===== src/rtl/if_stage_pkg.sv =====
// Shared definitions for the instruction fetch stage: FSM encoding, reset
// defaults and small address helpers.
package if_stage_pkg;

   typedef enum logic [1:0] {
      IF_REQ  = 2'd0,
      IF_WAIT = 2'd1,
      IF_HALT = 2'd2
   } if_state_e;

   localparam logic [63:0] PC_START_DEFAULT = 64'h0000_0000_8000_0000;
   localparam logic [31:0] INST_NOP_DEFAULT = 32'h0000_0013;

   function automatic logic pc_misaligned(input logic [63:0] addr);
      return addr[1:0] != 2'b00;
   endfunction

   function automatic logic [63:0] pc_next_seq(input logic [63:0] addr);
      return addr + 64'd4;
   endfunction

endpackage


===== src/rtl/if_stage_if.sv =====
// Instruction-bus channel: one request (valid/ready) and one response
// (valid only) per transaction.
interface if_stage_if;

   logic        ibus_req_valid;
   logic        ibus_req_ready;
   logic [63:0] ibus_req_addr;
   logic        ibus_resp_valid;
   logic [31:0] ibus_resp_data;
   logic        ibus_resp_err;

   modport master (
      output ibus_req_valid,
      output ibus_req_addr,
      input  ibus_req_ready,
      input  ibus_resp_valid,
      input  ibus_resp_data,
      input  ibus_resp_err
   );

   modport slave (
      input  ibus_req_valid,
      input  ibus_req_addr,
      output ibus_req_ready,
      output ibus_resp_valid,
      output ibus_resp_data,
      output ibus_resp_err
   );

endinterface


===== src/rtl/if_stage.sv =====
// Instruction fetch stage: PC register, single-outstanding bus FSM and the
// registered instruction slot presented to decode.
module if_stage
   import if_stage_pkg::*;
#(
   parameter logic [63:0] PC_START = PC_START_DEFAULT,
   parameter logic [31:0] INST_NOP = INST_NOP_DEFAULT
) (
   input  logic              clk,
   input  logic              rst,
   if_stage_if.master        ibus,
   output logic              inst_valid,
   input  logic              id_ready,
   output logic [31:0]       inst,
   output logic [63:0]       inst_addr,
   output logic              fetch_err,
   input  logic              redirect_valid,
   input  logic [63:0]       redirect_pc,
   output logic [63:0]       pc
);

   if_state_e   state_q, state_d;
   logic [63:0] pc_q, pc_d;
   logic        kill_q, kill_d;
   logic        vld_p0, vld_d;
   logic [31:0] inst_p0, inst_d;
   logic [63:0] inst_addr_p0, inst_addr_d;
   logic        fetch_err_p0, fetch_err_d;

   logic        slot_free;
   logic        misaligned;
   logic        req_fire;

   // Only request when the slot will be free on return, so no skid buffer is needed.
   assign slot_free  = !vld_p0 || id_ready;
   assign misaligned = pc_misaligned(pc_q);
   assign ibus.ibus_req_valid = (state_q == IF_REQ) && slot_free && !misaligned;
   assign ibus.ibus_req_addr  = pc_q;
   assign req_fire   = ibus.ibus_req_valid && ibus.ibus_req_ready;

   always_comb begin
      state_d     = state_q;
      pc_d        = pc_q;
      kill_d      = kill_q;
      vld_d       = vld_p0 && !id_ready;
      inst_d      = inst_p0;
      inst_addr_d = inst_addr_p0;
      fetch_err_d = fetch_err_p0;

      if (redirect_valid) begin
         pc_d    = redirect_pc;
         vld_d   = 1'b0;
         kill_d  = 1'b0;
         state_d = IF_REQ;
         // An old-address request still in flight must be swallowed on return.
         if (state_q == IF_WAIT && !ibus.ibus_resp_valid) begin
            kill_d  = 1'b1;
            state_d = IF_WAIT;
         end else if (state_q == IF_REQ && req_fire) begin
            kill_d  = 1'b1;
            state_d = IF_WAIT;
         end
      end else begin
         case (state_q)
            IF_REQ: begin
               if (misaligned) begin
                  vld_d       = 1'b1;
                  inst_d      = INST_NOP;
                  inst_addr_d = pc_q;
                  fetch_err_d = 1'b1;
                  state_d     = IF_HALT;
               end else if (req_fire) begin
                  state_d = IF_WAIT;
               end
            end
            IF_WAIT: begin
               if (ibus.ibus_resp_valid) begin
                  state_d = IF_REQ;
                  if (kill_q) begin
                     kill_d = 1'b0;
                  end else if (ibus.ibus_resp_err) begin
                     vld_d       = 1'b1;
                     inst_d      = INST_NOP;
                     inst_addr_d = pc_q;
                     fetch_err_d = 1'b1;
                     state_d     = IF_HALT;
                  end else begin
                     vld_d       = 1'b1;
                     inst_d      = ibus.ibus_resp_data;
                     inst_addr_d = pc_q;
                     fetch_err_d = 1'b0;
                     pc_d        = pc_next_seq(pc_q);
                  end
               end
            end
            IF_HALT: begin
               state_d = IF_HALT;
            end
            default: begin
               state_d = IF_REQ;
            end
         endcase
      end
   end

   always_ff @(posedge clk) begin
      if (!rst) begin
         state_q      <= IF_REQ;
         pc_q         <= PC_START;
         kill_q       <= 1'b0;
         vld_p0       <= 1'b0;
         inst_p0      <= INST_NOP;
         inst_addr_p0 <= 64'd0;
         fetch_err_p0 <= 1'b0;
      end else begin
         state_q      <= state_d;
         pc_q         <= pc_d;
         kill_q       <= kill_d;
         vld_p0       <= vld_d;
         inst_p0      <= inst_d;
         inst_addr_p0 <= inst_addr_d;
         fetch_err_p0 <= fetch_err_d;
      end
   end

   assign inst_valid = vld_p0;
   assign inst       = inst_p0;
   assign inst_addr  = inst_addr_p0;
   assign fetch_err  = fetch_err_p0;
   assign pc         = pc_q;

endmodule


===== src/flat_wrapper.sv =====
// flat-port wrapper written by rule: the top's interface ports become plain ports
module if_stage_flat import if_stage_pkg::*;
#(
   parameter logic [63:0] PC_START = PC_START_DEFAULT,
   parameter logic [31:0] INST_NOP = INST_NOP_DEFAULT
)
  (clk, rst, inst_valid, id_ready, inst, inst_addr, fetch_err, redirect_valid, redirect_pc, pc, ibus_ibus_req_valid, ibus_ibus_req_addr, ibus_ibus_req_ready, ibus_ibus_resp_valid, ibus_ibus_resp_data, ibus_ibus_resp_err);
  if_stage_if ibus_i ();
  input  logic clk;
  input  logic rst;
  output logic inst_valid;
  input  logic id_ready;
  output logic [31:0] inst;
  output logic [63:0] inst_addr;
  output logic fetch_err;
  input  logic redirect_valid;
  input  logic [63:0] redirect_pc;
  output logic [63:0] pc;
  output wire logic [$bits(ibus_i.ibus_req_valid)-1:0] ibus_ibus_req_valid;
  output wire logic [$bits(ibus_i.ibus_req_addr)-1:0] ibus_ibus_req_addr;
  input wire logic [$bits(ibus_i.ibus_req_ready)-1:0] ibus_ibus_req_ready;
  input wire logic [$bits(ibus_i.ibus_resp_valid)-1:0] ibus_ibus_resp_valid;
  input wire logic [$bits(ibus_i.ibus_resp_data)-1:0] ibus_ibus_resp_data;
  input wire logic [$bits(ibus_i.ibus_resp_err)-1:0] ibus_ibus_resp_err;
  assign ibus_ibus_req_valid = ibus_i.ibus_req_valid;
  assign ibus_ibus_req_addr = ibus_i.ibus_req_addr;
  assign ibus_i.ibus_req_ready = ibus_ibus_req_ready;
  assign ibus_i.ibus_resp_valid = ibus_ibus_resp_valid;
  assign ibus_i.ibus_resp_data = ibus_ibus_resp_data;
  assign ibus_i.ibus_resp_err = ibus_ibus_resp_err;
  if_stage #(.PC_START(PC_START), .INST_NOP(INST_NOP)) u_core (.clk(clk), .rst(rst), .ibus(ibus_i), .inst_valid(inst_valid), .id_ready(id_ready), .inst(inst), .inst_addr(inst_addr), .fetch_err(fetch_err), .redirect_valid(redirect_valid), .redirect_pc(redirect_pc), .pc(pc));
endmodule

===== config.mk =====
export PLATFORM = sky130hd
export DESIGN_NAME = if_stage_flat
export DESIGN_NICKNAME = d
export VERILOG_FILES = /design/src/rtl/if_stage_pkg.sv /design/src/rtl/if_stage_if.sv /design/src/rtl/if_stage.sv /design/src/flat_wrapper.sv
export SDC_FILE = /design/constraint.sdc
export NUM_CORES = 1
export LEC_CHECK = 0
export CORE_AREA = 3 3 135 137
export CTS_CLUSTER_DIAMETER = 100
export DETAILED_ROUTE_END_ITERATION = 8
export DIE_AREA = 0 0 138 140
export HOLD_SLACK_MARGIN = 0.15
export PLACE_DENSITY = 0.85
export SETUP_SLACK_MARGIN = 0.4
export SKIP_CTS_REPAIR_TIMING = 1
export SYNTH_ARGS = -nofsm -noshare
export SYNTH_HDL_FRONTEND = slang
export SYNTH_SLANG_ARGS = --single-unit

===== constraint.sdc =====
create_clock -name clk -period 7.4 [get_ports clk]
set_input_delay 1.48 -clock clk [delete_from_list [all_inputs] [get_ports clk]]
set_output_delay 1.48 -clock clk [all_outputs]
set_load 0.005 [all_outputs]

### Yosys cells after proc, flatten, opt, wreduce, memory -nomap -nowiden

Index checks and enable logic that the tools add are counted.

* logic and storage cells: 77
* register bits after elaboration: 165

* bitwise logic cells: 2
* multiplexer cells: 37
* $add $sub $neg: 1
* equality and inequality tests: 9
* reduce and logical (&&, ||, !) cells: 21

Operator list (number)
* 64-bit two-way mux: 8
* 32-bit two-way mux: 4
* 64-bit one-hot mux with 2 select lines: 1
* 64-bit by 3-bit adder with 64-bit output (second input constant): 1
* 32-bit one-hot mux with 2 select lines: 1
* 2-bit two-way mux: 7
* 1-bit two-way mux: 13
* 2-bit != test (second input constant): 4
* 2-bit nonzero test: 4
* 1-bit logical AND: 6
* 2-bit one-hot mux with 3 select lines: 1
* 5-bit AND reduction: 1
* 1-bit logical NOT: 4
* 4-bit by 2-bit != test with 1-bit output (second input constant): 1
* 1-bit one-hot mux with 2 select lines: 2
* 2-bit AND reduction: 2
* 4-bit AND reduction: 1
* 3-bit != test (second input constant): 1
* 2-bit by 1-bit == test with 1-bit output (second input constant): 1
* 2-bit == test (second input constant): 1
* 2-bit logical NOT: 1
* 2-bit by 1-bit != test with 1-bit output (second input constant): 1
* 1-bit inverter: 2
* 2-bit OR reduction: 1
* 1-bit logical OR: 1

### Depth between registers and ports, before layout

* word-level depth: 9
* mapped depth: 8
* depth with buffers taken out: 6

### Worst setup path before layout

No wires, ideal clock.

* path kind: input-to-reg
* start: input ibus_ibus_resp_valid
* end: register u_core.pc_q[60] (netlist: u_core.ibus.ibus_req_addr[60])
* slack: 3.997 ns
* path buffers: 0
* required time: 7.278 ns
* arrival: 3.281 ns
* stages on the path: 5
* cells stage by stage: nor3b_2 nand4_1 or4_1 o31a_1 o311a_1

* cells in the longest elaborated chain, start to end: 2

RTL lines
* from (decl): line flat_wrapper.sv:22 `input wire logic [$bits(ibus_i.ibus_resp_valid)-1:0] ibus_ibus_resp_valid;`
* 2-bit nonzero test (no line)
* 4-bit AND reduction (no line)
* to (signal assigned): line if_stage.sv:117 `pc_q <= pc_d;`
* to (decl): line if_stage.sv:23 `logic [63:0] pc_q, pc_d;`

Every way passes these cells.
A chain may end at the register's enable or synchronous reset.

### Final worst setup path

* start: input ibus_ibus_resp_valid
* end: register u_core.pc_q[52] (netlist: u_core.ibus.ibus_req_addr[52])

The elaborated chain is that of the path after synthesis.

==> results.cfg <==
[timing]
whs_ns = 0.464
finClkSkew_ns = 0.0104
hold_viol = 0
worst_slew_pin_slew_ns = 1.11
rsz0062_at_grt = false
post-route-period-util_pct = 60.1
fin_setup_tns_ns = 0
relSlewSlack_pct = 25.1
setup_violations = 0
drv_slew = 0
period_needed_ns = 4.45
max_freq_mhz = 225

[place]
port_buffers = 329
dp_cells = 1390
gp_congestion = 0.824
place_area_um2 = 10800
post-dp-hpwl_mm = 18.4

[global_route]
grt_usage_pct = 26.3
overflow = 0
met3_usage_pct = 7.85
gr-usage-met1_pct = 31.1
grt_max_degree = 98
grt_pass1_vias = 7923
grt_antenna_before_repair = 1
grt_pass1_wl_mm = 41.7
grt-busiest-layer = met2
use_met2_pct = 44.9

[power]
power.internal_w = 0.00172
pwr-share-clk_pct = 42.6
power.density_nw_per_um2 = 198
netSwitchingPower_w = 0.000557
leakagePower_nw = 3.86
power_frac_comb_pct = 13.8
seq_power_share_pct = 43.5
ir_drop_mv = 0.190
switching_share_pct = 24.5

[floorplanning]
num_rows = 48
coreArea_um2 = 17200
die_h_um = 140
pin_count = 330
die_w_um = 138
fp.dieArea_um2 = 19300
start_util_pct = 46.4

[run_status]
status = finished clean

[worst_setup_path]
crit_family = simple AND/OR/NAND/NOR gates
r2r-end = u_core.ibus.ibus_req_addr[52]
reg2reg_from = u_core.state_q[1]
path_max_fanout = 17
crit_path_frequent_cell = or4_1
crit_path_end = u_core.ibus.ibus_req_addr[52]
cpPeakStageDelay_ns = 0.86
worst-path-buf-inv = 1
cp-end-kind = register
reg2regPathDepth = 5
worstSetupStartpoint = ibus_ibus_resp_valid
worstPathCellList = clkdlybuf4s50_1 -> nor3b_2 -> nand4_1 -> or4_1 -> or4_1 -> a31oi_1
rrSetupSlack_ns = 4.18
worstPathArrival_ns = 4.80
criticalPathCategory = primary input to register
required_ns = 7.75
cp-start-kind = primary input
slowest_stage = or4_1
cp_num_cells = 6

[layout]
area_growth_pct = 44.0
fin_cells = 1423
finalNetCount = 1288
seq_area_um2 = 3300
final_util_pct = 66.8
multi_input_area_um2 = 3900
drive_above_1_share_pct = 3.84
filler_cell_count = 1431
design_area_um2 = 11500

[cts]
clkLatencyLatePin_ns = 0.42
clock-root-buffer = clkbuf_16
h-tree-depth = 4
cts_buffers = 17
clock_sinks = 165
cts_tree = yes
clock_path_buffers = 2
cts.reportedPaths.clkPinSlew_ns = 0.06

[detailed_routing]
routed_wl_mm = 26.4
firstDrtPassIters = 5
routedWlPerCell_um = 18.5
drc = 0
routed_via_density = 5.64
drtIter0Drc = 576
ant_nets = 0
via_count = 8024

[synth]
synth_top_area_share_pct = 41.4
synth.avg_cell_area_um2 = 8.28
postSynthCellCount = 963
synth.distinct_cells = 53
yosysWarningCount = 0
syn-cell-area_um2 = 7970
netlist_top_cells_count = dfxtp_1 (165), nand2_1 (163), a21boi_0 (64), buf_4 (64), clkbuf_1 (61)
synth_edf_count = 0
syn-num-nets = 1067
yosys_register_bits = 165
synth_area_leader_cell = dfxtp_1
synth_area_leaders = dfxtp_1 (41%), nand2_1 (7.7%), a21boi_0 (6.0%), buf_4 (6.0%), o21ai_0 (3.3%)
synth-main-ff-cell = dfxtp_1
ys_seq_area_share_pct = 41.4
synth_most_common_cell = dfxtp_1
synthArstFlopShare_pct = 0

[min_path]
hold_class = register to register

[flow_run]
maxCapViolCount = 0
tightest hold or removal path, cell delays in order, from the launching register on:
cell and delay (ns):
dfxtp_1 0.31, nand2_1 0.04, a21boi_0 0.06
cell usage in the layout (no fill, tap or decap), types with 9 or more instances in the layout:
cell and n:
or3_1 11, and2_1 9, nor3_1 23, a21boi_0 64, o211a_1 9, nor4_1 13, xor2_1 9, and4_1 10
nor2_1 18, clkbuf_16 17, a31oi_1 20, dfxtp_1 165, a22oi_1 29, or4_1 20, nand3_1 34, nand2b_1 12
nand2_1 162, clkdlybuf4s50_1 327, o31ai_1 12, nor2b_1 35, nand4_1 18, xnor2_1 20, a21oi_1 23, o21ai_0 53
power by group through the flow:
| stage | Combinational, W | Sequential [W] | Clock [W] |
|---|---|---|---|
| after global routing | 0.000341 | 0.000997 | 0.00102 |
| final | 0.000315 | 0.000990 | 0.000970 |
| after floorplan | 0.000146 | 0.000991 | 0 |
| after CTS | 0.000318 | 0.000989 | 0.000983 |
| after detailed placement | 0.000315 | 0.00101 | 0 |
| after global placement | 0.000310 | 0.00101 | 0 |
state kept, by name, indices dropped and copies added, names as in the netlist:
signal                     cells
u_core.ibus.ibus_req_addr     64
u_core.inst                   32
u_core.inst_valid              1
u_core.kill_q                  1
u_core.state_q                 2
u_core.fetch_err               1
u_core.inst_addr              64
worst min-delay path by stage:
stage                           end            startpoint  slack (ns)  depth (start not counted)
2_1_floorplan   u_core.inst_addr[0]   u_core.inst_addr[0]        0.46                          2
3_3_place_gp   u_core.inst_addr[20]  u_core.inst_addr[20]        0.45                          2
3_5_place_dp    u_core.inst_addr[3]   u_core.inst_addr[3]        0.46                          2
4_1_cts         u_core.inst_addr[3]   u_core.inst_addr[3]        0.47                          2
5_1_grt        u_core.inst_addr[14]  u_core.inst_addr[14]        0.49                          2
6_report       u_core.inst_addr[50]  u_core.inst_addr[50]        0.46                          2
kinds of logic after synthesis:
| family | share of synthesized area [%] |
|---|---|
| AOI/OAI and AO/OA | 19.6 |
| xor gates and xnor gates | 3.19 |
| adders and majority gates | 0.157 |
| buffers and inverters | 9.72 |
| DFF | 41.4 |
| muxes | 0.518 |
| and+or+nand+nor | 25.4 |
stage by stage:
step           power [W]  setup slack [ns]
6_report         0.00228              2.95
5_1_grt          0.00236              2.74
4_1_cts          0.00229              2.95
3_5_place_dp     0.00132              2.53
3_3_place_gp     0.00132              2.58
2_1_floorplan    0.00114              4.00
final cells by class:
class / instances / area share (%)
antenna: 1 / 0.0218
clock buffer: 20 / 3.80
clock inverter: 12 / 1.73
inverter: 10 / 0.327
multi-input combinational: 657 / 34.0
sequential: 165 / 28.8
tap: 225 / 2.45
timing repair buffer: 333 / 28.9
per-layer routing:
layer,vias to the layer above,routed length [um],share of wire (%)
met5,-,0,0
met4,0,742,2.8
met3,58,2170,8.2
met2,370,12900,49
met1,3799,10600,40
li1,3797,-,-
(Power assumes the default switching activity.)
